### src/rtl/sipo_deserializer_if.sv
// Bus bundle for the SIPO deserializer: serial input side, parallel
// valid/ready output side, and the overrun status/clear pair.
interface sipo_deserializer_if #(
  parameter int WIDTH = 4,
  parameter int CNT_W = $clog2(WIDTH)
);
  logic             si;
  logic             si_valid;
  logic             frame_sync;
  logic [WIDTH-1:0] po;
  logic             po_valid;
  logic             po_ready;
  logic             overrun;
  logic             clr_overrun;
  logic [CNT_W-1:0] bit_cnt;

  // Producer of the serial stream and consumer of the parallel words.
  modport master (
    output si, si_valid, frame_sync, po_ready, clr_overrun,
    input  po, po_valid, overrun, bit_cnt
  );

  // The deserializer itself.
  modport slave (
    input  si, si_valid, frame_sync, po_ready, clr_overrun,
    output po, po_valid, overrun, bit_cnt
  );
endinterface

### src/rtl/sipo_deserializer.sv
// Serial-in parallel-out receiver. Assembles MSB-first WIDTH-bit words from
// a qualified 1-bit stream, realigns on frame_sync, and presents finished
// words through a one-entry valid/ready holding register. Words that arrive
// while the holding register is still occupied are dropped and flagged by a
// sticky overrun bit.
module sipo_deserializer #(
  parameter int WIDTH = 4,
  parameter int CNT_W = $clog2(WIDTH)
) (
  input  logic                clk,
  input  logic                rst,
  sipo_deserializer_if.slave  bus
);

  localparam logic [CNT_W-1:0] LAST_CNT = CNT_W'(WIDTH - 1);

  logic [WIDTH-1:0] r_shreg;
  logic [CNT_W-1:0] r_bit_cnt;
  logic [WIDTH-1:0] r_po;
  logic             r_po_valid;
  logic             r_overrun;

  logic [WIDTH-1:0] w_word;
  logic             w_last_bit;
  logic             w_xfer;
  logic             w_load;
  logic             w_drop;

  // Word completion and holding-register decisions for this edge.
  // A frame_sync bit always starts a new word, so it can never complete one.
  always_comb begin
    w_word     = {r_shreg[WIDTH-2:0], bus.si};
    w_last_bit = 1'b0;
    w_xfer     = 1'b0;
    w_load     = 1'b0;
    w_drop     = 1'b0;
    w_last_bit = bus.si_valid && !bus.frame_sync && (r_bit_cnt == LAST_CNT);
    w_xfer     = r_po_valid && bus.po_ready;
    w_load     = w_last_bit && (!r_po_valid || w_xfer);
    w_drop     = w_last_bit && !w_load;
  end

  // Shift register and bit counter: shift on valid bits, realign on frame_sync.
  always_ff @(posedge clk) begin
    if (rst) begin
      r_shreg   <= '0;
      r_bit_cnt <= '0;
    end else if (bus.frame_sync) begin
      if (bus.si_valid) begin
        r_shreg   <= {{(WIDTH-1){1'b0}}, bus.si};
        r_bit_cnt <= CNT_W'(1);
      end else begin
        r_shreg   <= '0;
        r_bit_cnt <= '0;
      end
    end else if (bus.si_valid) begin
      r_shreg   <= w_word;
      r_bit_cnt <= w_last_bit ? '0 : r_bit_cnt + CNT_W'(1);
    end
  end

  // Holding register: load a finished word when empty or being drained,
  // otherwise hold the current word untouched.
  always_ff @(posedge clk) begin
    if (rst) begin
      r_po       <= '0;
      r_po_valid <= 1'b0;
    end else if (w_load) begin
      r_po       <= w_word;
      r_po_valid <= 1'b1;
    end else if (w_xfer) begin
      r_po_valid <= 1'b0;
    end
  end

  // Sticky overrun: a dropped word sets it and beats a simultaneous clear.
  always_ff @(posedge clk) begin
    if (rst) begin
      r_overrun <= 1'b0;
    end else if (w_drop) begin
      r_overrun <= 1'b1;
    end else if (bus.clr_overrun) begin
      r_overrun <= 1'b0;
    end
  end

  assign bus.po       = r_po;
  assign bus.po_valid = r_po_valid;
  assign bus.overrun  = r_overrun;
  assign bus.bit_cnt  = r_bit_cnt;

endmodule

### src/flat_wrapper.sv
// flat-port wrapper written by rule: the top's interface ports become plain ports
module sipo_deserializer_flat 
#(
  parameter int WIDTH = 4,
  parameter int CNT_W = $clog2(WIDTH)
)
  (clk, rst, bus_si, bus_si_valid, bus_frame_sync, bus_po_ready, bus_clr_overrun, bus_po, bus_po_valid, bus_overrun, bus_bit_cnt);
  sipo_deserializer_if #(.WIDTH(WIDTH), .CNT_W(CNT_W)) bus_i ();
  input  logic clk;
  input  logic rst;
  input wire logic [$bits(bus_i.si)-1:0] bus_si;
  input wire logic [$bits(bus_i.si_valid)-1:0] bus_si_valid;
  input wire logic [$bits(bus_i.frame_sync)-1:0] bus_frame_sync;
  input wire logic [$bits(bus_i.po_ready)-1:0] bus_po_ready;
  input wire logic [$bits(bus_i.clr_overrun)-1:0] bus_clr_overrun;
  output wire logic [$bits(bus_i.po)-1:0] bus_po;
  output wire logic [$bits(bus_i.po_valid)-1:0] bus_po_valid;
  output wire logic [$bits(bus_i.overrun)-1:0] bus_overrun;
  output wire logic [$bits(bus_i.bit_cnt)-1:0] bus_bit_cnt;
  assign bus_i.si = bus_si;
  assign bus_i.si_valid = bus_si_valid;
  assign bus_i.frame_sync = bus_frame_sync;
  assign bus_i.po_ready = bus_po_ready;
  assign bus_i.clr_overrun = bus_clr_overrun;
  assign bus_po = bus_i.po;
  assign bus_po_valid = bus_i.po_valid;
  assign bus_overrun = bus_i.overrun;
  assign bus_bit_cnt = bus_i.bit_cnt;
  sipo_deserializer #(.WIDTH(WIDTH), .CNT_W(CNT_W)) u_core (.clk(clk), .rst(rst), .bus(bus_i));
endmodule
### config.mk
export PLATFORM = sky130hd
export DESIGN_NAME = sipo_deserializer_flat
export DESIGN_NICKNAME = d
export VERILOG_FILES = /design/src/rtl/sipo_deserializer_if.sv /design/src/rtl/sipo_deserializer.sv /design/src/flat_wrapper.sv
export SDC_FILE = /design/constraint.sdc
export NUM_CORES = 1
export LEC_CHECK = 0
export ABC_AREA = 1
export BUFFER_PORTS_ARGS = -buffer_cell sky130_fd_sc_hd__buf_2
export CORE_AREA = 5 5 42 44
export CTS_BUF_LIST = sky130_fd_sc_hd__clkbuf_8 sky130_fd_sc_hd__clkbuf_16
export DETAILED_ROUTE_END_ITERATION = 16
export DIE_AREA = 0 0 47 49
export SYNTH_ARGS = -nofsm -noshare
export SYNTH_HDL_FRONTEND = slang
export SYNTH_SLANG_ARGS = --single-unit
### constraint.sdc
create_clock -name clk -period 1.2 [get_ports clk]
set_input_delay 0.06 -clock clk [delete_from_list [all_inputs] [get_ports clk]]
set_output_delay 0.06 -clock clk [all_outputs]
set_load 0.02 [all_outputs]
==> results.sh, run 1 <==
export IMPL_slowest_stage="dfxtp_1"
export IMPL_cellPowerDensity_nw_per_um2=1280
export IMPL_cp_arrival_ns=1.26
export IMPL_fin_worst_skew_ns=0.000362
export IMPL_cp_num_buf_inv=0
export IMPL_cp_depth=5
export IMPL_crit_top_cell="nor2_1"
export IMPL_postCtsSetupBuffers=0
export IMPL_worst_r2r_setup_slack_ns=0.11
export IMPL_antenna_found_initial=0
export IMPL_synth_seq_cells=11
export IMPL_cts_buffers_inserted=3
export IMPL_vias=439
export IMPL_synthesis_area_um2=479
export IMPL_setup_slack_ns=0.111
export IMPL_final_area_um2=617
export IMPL_n_antenna_cell=0
export IMPL_busiest_layer="met2"
export IMPL_clock_latency_ns=0.23
export IMPL_cp_end_kind="flip-flop"
export IMPL_post_cts_resize_count=0
export IMPL_cap_violations=0
export IMPL_ir_drop_mv=0.636
export IMPL_yosys_warnings=0
export IMPL_finalMaxSlewViolations=0
export IMPL_die_y_um=49
export IMPL_crit_type="flip-flop to flip-flop"
export IMPL_swShare_pct=21.6
export IMPL_clock_sinks=11
export IMPL_grt_pass1_vias=414
export IMPL_place_inst=94
export IMPL_grt_max_degree=10
export IMPL_slew_headroom_pct=81.6
export IMPL_power_frac_seq_pct=47.9
export IMPL_place_area_um2=572
export IMPL_fmax_ghz=0.918
export IMPL_gr_total_overflow=0
export IMPL_tightest_slew_ns=0.275
export IMPL_critPathRequiredTime_ns=1.37
export IMPL_met2_usage_pct=14.5
export IMPL_netlist_cell_type_count=12
export IMPL_power_total_mw=0.788
export IMPL_p_sw_mw=0.170
export IMPL_wirelength_um=931
export IMPL_most_common_layout_cells="nand2_1 (14), buf_2 (14), inv_1 (11), nor2_1 (11), dfxtp_1 (11)"
export IMPL_hp_class="primary input to flip-flop"
export IMPL_syn_num_nets=72
export IMPL_crit_start="u_core.bus.bit_cnt[0]"
export IMPL_setup_viol=0
export IMPL_grt_pass1_wl_um=1730
export IMPL_core_area_um2=1400
export IMPL_antenna_left=0
export IMPL_startpoint_type="flip-flop"
export IMPL_root_buffer="clkbuf_8"
export IMPL_rr_endpoint="u_core.bus.po[1]"
export IMPL_grt_use_met3_pct=6.64
export IMPL_grt_usage_pct=10.3
export IMPL_synthCells=64
export IMPL_critical_path_top_delay_family="simple AND/OR/NAND/NOR gates"
export IMPL_place_gp_congestion=0.730
export IMPL_finalHoldViolations=0
export IMPL_rsz0062_at_grt="no"
export IMPL_pwr_share_clk_pct=44.6
export IMPL_hold_slack_ns=0.0855
export IMPL_dr_pass1_iters=4
export IMPL_layoutNonFillerInstCount=98
export IMPL_cts_htree_levels=1
export IMPL_crit_path_cell_trace="ha_2 -> nand3_2 -> nor2_4 -> nor2_1 -> nor2_1"
export IMPL_clk_pin_slew_ns=0.05
export IMPL_cts_tree="built"
export IMPL_power_leakage_nw=0.290
export IMPL_avgSynthCellArea_um2=7.49
export IMPL_rows=14
export IMPL_cts_buffer_depth=2
export IMPL_crit_end="u_core.bus.po[1]"
export IMPL_fin_crit_sh_pct=90.7
export IMPL_p_int_mw=0.618
export IMPL_postLayoutCoreUtil_pct=44.0
export IMPL_layout_area_overhead_vs_synth_pct=28.7
export IMPL_critPathMaxFanout=7
export IMPL_num_io_pins=15
export IMPL_nets=91
export IMPL_drt_initial_drc_count=2
export IMPL_grt_util_met1_pct=12.9
export IMPL_portBuffers=14
export IMPL_drc_errors=0
export IMPL_ys_seq_area_share_pct=46.0
export IMPL_fin_crit_ns=1.09
export IMPL_via_per_inst=4.48
export IMPL_r2r_cells=5
export IMPL_pwr_share_comb_pct=7.5
export IMPL_tns_ns=0
export IMPL_die_width_um=47
export IMPL_cts_hold_buffers=0
export IMPL_crit_reg2reg_launch="u_core.bus.bit_cnt[0]"
export IMPL_die_area_um2=2300
export IMPL_final_layout_size_suffix_gt1_share_pct=29.3
export IMPL_status="completed"
export IMPL_dp_hpwl_um=736
export IMPL_start_util_pct=34.2
export IMPL_wl_per_cell_um=9.50
export IMPL_dp_slack_ns=0.124
export IMPL_critical_path_max_stage_delay_ns=0.37
synth_stat cells:
cell type | n | share of area [%]
nor2_4 | 2 | 4.7
nand3_2 | 2 | 4.2
nand2_1 | 14 | 11
nor2_1 | 11 | 8.6
a21oi_2 | 1 | 1.8
dfxtp_1 | 11 | 46
nand4_1 | 4 | 5.2
ha_1 | 1 | 2.6
inv_2 | 1 | 0.78
a21oi_1 | 6 | 6.3
inv_1 | 10 | 7.8
o21ai_1 | 1 | 1.0
worst min-delay path by stage:
stage,slack (ns),startpoint,end,depth (start not counted)
CTS,0.08,rst,u_core.bus.overrun,2
global placement,0.33,bus_clr_overrun,u_core.bus.overrun,4
floorplan,0.12,rst,u_core.bus.overrun,1
finish,0.09,rst,u_core.bus.overrun,2
global route,0.1,rst,u_core.bus.overrun,2
detailed placement,0.33,rst,u_core.bus.overrun,2
sequential cells by signal (all words and copies together) (netlist names):
register,cells
u_core.r_shreg,3
u_core.bus.overrun,1
u_core.bus.po_valid,1
u_core.bus.po,4
u_core.bus.bit_cnt,2
per-layer routing:
layer | part of all wire (%) | up-vias
met5 | 0 | -
met4 | 0 | 0
met3 | 7.9 | 0
met2 | 47 | 10
met1 | 45 | 193
li1 | - | 236
worst register-to-register path, delay by kind of cell, from the launching register on:
kind / cells / cell delay [ns]
adder cells (fa/ha/maj): 1 / 0.27
AND/OR/NAND/NOR: 4 / 0.38
flip-flops: 1 / 0.37
cells by family (layout without fill, tap and decap cells):
logic type | count (synthesis) | count (layout) | share of synthesized area [%]
flops | 11 | 11 | 46.0
compound gates | 8 | 8 | 9.14
fa+ha+maj | 1 | 1 | 2.61
buf+inv | 11 | 29 | 8.62
simple gates | 33 | 33 | 33.7
layout make-up:
type,instances,area (µm²)
Inverter,11,41.3
Sequential cell,11,220
Clock inverter,1,3.75
Tap cell,16,20.0
Clock buffer,3,41.3
Timing Repair Buffer,14,70.1
Multi-Input combinational cell,42,220
Fill cell,148,785
power groups by stage:
| stage | logic, mW | registers [mW] | clock network (mW) |
|---|---|---|---|
| floorplan | 0.0285 | 0.388 | 0 |
| global placement | 0.0599 | 0.384 | 0 |
| detailed placement | 0.0601 | 0.384 | 0 |
| CTS | 0.0602 | 0.377 | 0.363 |
| global route | 0.0689 | 0.378 | 0.383 |
| finish | 0.0594 | 0.378 | 0.351 |
(Power assumes the default switching activity.)
==> inputs of run 2 (changes only) <==
--- a/config.mk
+++ b/config.mk
@@ -5,12 +5,13 @@
 export SDC_FILE = /design/constraint.sdc
 export NUM_CORES = 1
 export LEC_CHECK = 0
-export ABC_AREA = 1
+export ABC_AREA = 0
 export BUFFER_PORTS_ARGS = -buffer_cell sky130_fd_sc_hd__buf_2
 export CORE_AREA = 5 5 42 44
 export CTS_BUF_LIST = sky130_fd_sc_hd__clkbuf_8 sky130_fd_sc_hd__clkbuf_16
 export DETAILED_ROUTE_END_ITERATION = 16
 export DIE_AREA = 0 0 47 49
+export SLEW_MARGIN = 20
 export SYNTH_ARGS = -nofsm -noshare
 export SYNTH_HDL_FRONTEND = slang
 export SYNTH_SLANG_ARGS = --single-unit
==> run 2 against run 1 <==
  * Maximum frequency shrank 0.14%
  * Wire length shrank 12%
  * Clock-buffer cell count is the same
  * Flip-flop and latch count is the same
  * Sequential power is essentially flat
  * Non-clock buffer count grew 1
==> results.sh, run 2 <==
export IMPL_tightest_slew_ns=0.202
export IMPL_hp_class="primary input to flip-flop"
export IMPL_postCtsSetupBuffers=0
export IMPL_tns_ns=0
export IMPL_grt_pass1_wl_um=1330
export IMPL_cellPowerDensity_nw_per_um2=1280
export IMPL_fin_crit_ns=1.09
export IMPL_grt_max_degree=16
export IMPL_most_common_layout_cells="buf_2 (14), nand2b_1 (9), dfxtp_1 (9)"
export IMPL_rsz0062_at_grt="no"
export IMPL_synthFlopType="dfxtp_1"
export IMPL_dp_slack_ns=0.0447
export IMPL_core_area_um2=1400
export IMPL_root_buffer="clkbuf_8"
export IMPL_clock_sinks=11
export IMPL_critPathRequiredTime_ns=1.36
export IMPL_yosys_cell_count_top_type="dfxtp_1"
export IMPL_n_antenna_cell=0
export IMPL_clk_pin_slew_ns=0.05
export IMPL_place_area_um2=564
export IMPL_cts_hold_buffers=0
export IMPL_cts_tree="built"
export IMPL_grt_usage_pct=8.33
export IMPL_ir_drop_mv=0.652
export IMPL_slew_headroom_pct=86.5
export IMPL_wl_per_cell_um=10.2
export IMPL_yosys_area_top_type="dfxtp_1"
export IMPL_die_area_um2=2300
export IMPL_largest_register_ffs=4
export IMPL_netlist_cell_type_count=18
export IMPL_crit_path_cell_trace="ha_2 -> nand3b_4 -> nor2b_4 -> mux2i_1"
export IMPL_power_leakage_nw=0.282
export IMPL_antenna_left=0
export IMPL_finalMaxSlewViolations=0
export IMPL_layoutNonFillerInstCount=80
export IMPL_drc_errors=0
export IMPL_grt_pass1_vias=327
export IMPL_finalHoldViolations=0
export IMPL_crit_type="flip-flop to flip-flop"
export IMPL_critical_path_max_stage_delay_ns=0.34
export IMPL_ys_top_cells_by_count="dfxtp_1 (11), nand2b_1 (9), mux2i_1 (7)"
export IMPL_yosys_warnings=0
export IMPL_place_gp_congestion=0.667
export IMPL_startpoint_type="flip-flop"
export IMPL_synth_edf_count=0
export IMPL_rows=14
export IMPL_syn_num_nets=56
export IMPL_setup_viol=0
export IMPL_avgSynthCellArea_um2=10.1
export IMPL_ys_seq_area_share_pct=45.5
export IMPL_gr_total_overflow=0
export IMPL_synthCells=48
export IMPL_final_layout_size_suffix_gt1_share_pct=35.9
export IMPL_final_common_cell="buf_2"
export IMPL_yosysTopAreaCellShare_pct=45.5
export IMPL_layout_area_overhead_vs_synth_pct=26.9
export IMPL_start_util_pct=34.6
export IMPL_fmax_ghz=0.917
export IMPL_critical_path_top_delay_family="flip-flops"
export IMPL_cp_num_buf_inv=0
export IMPL_status="completed"
export IMPL_die_y_um=49
export IMPL_die_width_um=47
export IMPL_post_cts_resize_count=0
export IMPL_synthesis_area_um2=484
export IMPL_hold_slack_ns=0.0725
export IMPL_fin_crit_sh_pct=90.9
export IMPL_cp_end_kind="flip-flop"
export IMPL_async_flop_share_pct=0
export IMPL_via_per_inst=4.61
export IMPL_cts_buffers_inserted=3
export IMPL_synth_seq_cells=11
export IMPL_vias=369
export IMPL_nets=73
export IMPL_synth_area_leaders="dfxtp_1 (45%), mux2i_1 (14%), nand2b_1 (12%)"
export IMPL_antenna_found_initial=0
export IMPL_cts_htree_levels=1
export IMPL_setup_slack_ns=0.109
export IMPL_place_inst=76
export IMPL_slowest_stage="dfxtp_2"
export IMPL_drt_initial_drc_count=2
export IMPL_critPathMaxFanout=4
export IMPL_fin_worst_skew_ns=0.00497
export IMPL_portBuffers=14
export IMPL_num_io_pins=15
export IMPL_wirelength_um=815
export IMPL_cts_buffer_depth=2
export IMPL_cap_violations=0
export IMPL_cp_arrival_ns=1.25
export IMPL_dr_pass1_iters=4
export IMPL_clock_latency_ns=0.24
export IMPL_final_area_um2=614
==> run 2: cell count changes after synthesis, moves of 3 or more <==
cell      delta
a21oi_1      -3
nand2_1     -13
mux2i_1      +7
nor3_1       +3
nand2b_1     +9
nand4_1      -4
inv_1        -9
nor2_1       -8
==> run 2: stage by stage <==
step / power (mW) / util (%)
final: 0.787 / 43.8
after global routing: 0.829 / 43.8
after CTS: 0.799 / 43.5
after detailed placement: 0.439 / 40.3
after global placement: 0.439 / 40.3
after floorplan: 0.418 / -
==> run 2: kinds of logic (layout without fill, tap and decap cells) <==
logic type	Yosys count	in the layout	synth area share, %
mux	7	7	14.5
compound gates	5	5	5.43
flops	11	11	45.5
fa+ha+maj	1	1	2.58
buf+inv	4	20	5.43
simple gates	20	20	26.6
==> run 2: path summary, 6_finish.rpt <==
path,end,depth (start not counted),slack (ns),startpoint
hold reg to reg,u_core.bus.po[3],2,0.47,u_core.bus.po[3]
hold / removal,u_core.bus.bit_cnt[1],2,0.07,bus_frame_sync
setup reg to reg,u_core.bus.po[0],4,0.11,u_core.bus.bit_cnt[1]
setup / recovery,u_core.bus.po[0],4,0.11,u_core.bus.bit_cnt[1]
==> run 2: routing by layer <==
layer  routed length, µm  up-vias  GRT usage [%]  share of wire [%]
li1                    -      191              -                  -
met1                 355      164           9.73                 44
met2                 363       10           10.6                 45
met3                  68        4           3.32                8.3
met4                  27        0           8.29                3.3
met5                   0        -              0                  0
==> run 2: power breakdown <==
| part | leakage (nW) | internal [mW] | total, mW | switching [mW] |
|---|---|---|---|---|
| registers | 0.0898 | 0.372 | 0.376 | 0.00332 |
| logic | 0.165 | 0.0272 | 0.0558 | 0.0286 |
| clock network | 0.0269 | 0.224 | 0.356 | 0.132 |
| total | 0.282 | 0.623 | 0.787 | 0.164 |
==> run 2: area by class of cell <==
cell class | instances | area, µm²
clock inverter | 1 | 3.75
multi-input combinational | 33 | 245
timing repair buffer | 15 | 77.6
tap | 16 | 20.0
fill | 160 | 787
sequential | 11 | 223
inverter | 1 | 3.75
clock buffer | 3 | 41.3
==> inputs of run 3 (changes only) <==
==> constraint.sdc (replaced) <==
create_clock -name clk -period 1.3 [get_ports clk]
set_input_delay 0.065 -clock clk [delete_from_list [all_inputs] [get_ports clk]]
set_output_delay 0.065 -clock clk [all_outputs]
set_load 0.02 [all_outputs]
==> run 3 against run 2 <==
  * Global-route usage is 0.059 points lower
  * Sequential power down 8.0%
  * Design area shrank 0.81%
  * Register-to-register slack better by 0.05 ns
  * Maximum frequency decreased by 4.1%
  * Total power fell by 7.6%
  * Critical path type unchanged
  * Critical endpoint unchanged
  * Largest cell class unchanged
==> results.sh, run 3 (synthesis gave the netlist of run 2 again) <==
export IMPL_fin_crit_sh_pct=87.5
export IMPL_antenna_left=0
export IMPL_crit_start="u_core.bus.bit_cnt[1]"
export IMPL_hold_slack_ns=0.0886
export IMPL_place_area_um2=559
export IMPL_die_area_um2=2300
export IMPL_fin_crit_ns=1.14
export IMPL_portBuffers=14
export IMPL_place_gp_congestion=0.667
export IMPL_critPathRequiredTime_ns=1.46
export IMPL_fmax_ghz=0.879
export IMPL_finalHoldViolations=0
export IMPL_critical_path_top_delay_family="flip-flops"
export IMPL_critPathMaxFanout=4
export IMPL_tightest_slew_ns=0.215
export IMPL_crit_type="flip-flop to flip-flop"
export IMPL_grt_pass1_vias=324
export IMPL_cp_end_kind="flip-flop"
export IMPL_grt_use_met3_pct=2.21
export IMPL_crit_path_cell_trace="ha_1 -> nand3b_4 -> nor2b_4 -> mux2i_1"
export IMPL_gr_total_overflow=0
export IMPL_n_antenna_cell=0
export IMPL_cts_htree_levels=1
export IMPL_cp_arrival_ns=1.30
export IMPL_grt_usage_pct=8.27
export IMPL_cts_tree="built"
export IMPL_die_y_um=49
export IMPL_fin_worst_skew_ns=0.00170
export IMPL_slew_headroom_pct=85.7
export IMPL_nFillCells=142
export IMPL_slowest_stage="dfxtp_1"
export IMPL_core_area_um2=1400
export IMPL_clk_pin_slew_ns=0.05
export IMPL_grt_max_degree=16
export IMPL_drc_errors=0
export IMPL_power_leakage_nw=0.284
export IMPL_rsz0062_at_grt="no"
export IMPL_root_buffer="clkbuf_8"
export IMPL_met2_usage_pct=11.5
export IMPL_dp_hpwl_um=673
export IMPL_cts_buffer_depth=2
export IMPL_cap_violations=0
export IMPL_postLayoutCoreUtil_pct=43.5
export IMPL_wl_per_cell_um=11.0
export IMPL_final_common_cell="buf_2"
export IMPL_final_area_um2=609
export IMPL_final_layout_size_suffix_gt1_share_pct=31.3
export IMPL_dr_pass1_iters=2
export IMPL_ir_drop_mv=0.985
export IMPL_num_io_pins=15
export IMPL_cts_buffers_inserted=3
export IMPL_multiInputGateArea_um2=243
export IMPL_grt_util_met1_pct=11.3
export IMPL_busiest_layer="met2"
export IMPL_regArea_um2=220
export IMPL_vias=359
export IMPL_hp_class="primary input to flip-flop"
export IMPL_start_util_pct=34.6
export IMPL_setup_viol=0
export IMPL_most_common_layout_cells="buf_2 (14), dfxtp_1 (11), nand2b_1 (9)"
export IMPL_via_per_inst=4.49
export IMPL_antenna_found_initial=0
export IMPL_layout_area_overhead_vs_synth_pct=25.8
export IMPL_status="completed"
export IMPL_cp_num_buf_inv=0
export IMPL_rows=14
export IMPL_grt_pass1_wl_um=1420
export IMPL_clock_latency_ns=0.23
export IMPL_drt_initial_drc_count=3
export IMPL_critical_path_max_stage_delay_ns=0.35
export IMPL_crit_reg2reg_launch="u_core.bus.bit_cnt[1]"
export IMPL_postCtsSetupBuffers=0
export IMPL_power_total_mw=0.728
export IMPL_cellPowerDensity_nw_per_um2=1190
export IMPL_largest_register_ffs=4
export IMPL_clock_sinks=11
export IMPL_wirelength_um=876
export IMPL_min_from="bus_si"
export IMPL_nets=73
export IMPL_startpoint_type="flip-flop"
export IMPL_finalMaxSlewViolations=0
export IMPL_die_width_um=47
export IMPL_tns_ns=0
## run 3: layout make-up
class	instances	area share, %
inverter	1	0.616
clock inverter	1	0.616
clock buffer	3	6.78
tap	16	3.29
multi-input combinational	33	39.8
timing repair buffer	15	12.7
sequential	11	36.1
## run 3: timing repair
item | 4_1_cts | 5_1_grt
endpoints found under the hold margin | 0 | 0
endpoints found under the setup margin | 0 | 2
hold buffers | 0 | 0
resized for setup | 0 | 1
## run 3: path summary, 6_finish.rpt
| kind | endpoint | slack (ns) | depth (start not counted) |
|---|---|---|---|
| setup reg to reg | u_core.bus.po[0] | 0.16 | 4 |
| hold / removal | u_core.r_shreg[0] | 0.09 | 3 |
| hold reg to reg | u_core.bus.po[0] | 0.47 | 2 |
| setup / recovery | u_core.bus.po[0] | 0.16 | 4 |
## run 3: metal layers
metal,vias to the layer above,wire length [µm]
met5,-,0
met1,161,410
met2,7,415
met4,0,0
met3,0,50
li1,191,-
## run 3: through the flow
stage,std cells,setup slack (ns)
final,80,0.163
after global routing,80,0.0448
after CTS,80,0.0720
after detailed placement,76,0.0808
after global placement,76,0.132
after floorplan,48,0.0443
## run 3: where the power goes
group / total, mW / internal [mW] / switching (mW)
Combinational: 0.0526 / 0.0250 / 0.0276
Sequential: 0.346 / 0.343 / 0.00318
Clock: 0.329 / 0.207 / 0.122
Total: 0.728 / 0.575 / 0.153
## run 3: worst min-delay path, delay by kind of cell
family | cells | cell delay (ns)
and+or+nand+nor | 1 | 0.07
AOI/OAI and AO/OA | 1 | 0.06
buffers and inverters | 1 | 0.09
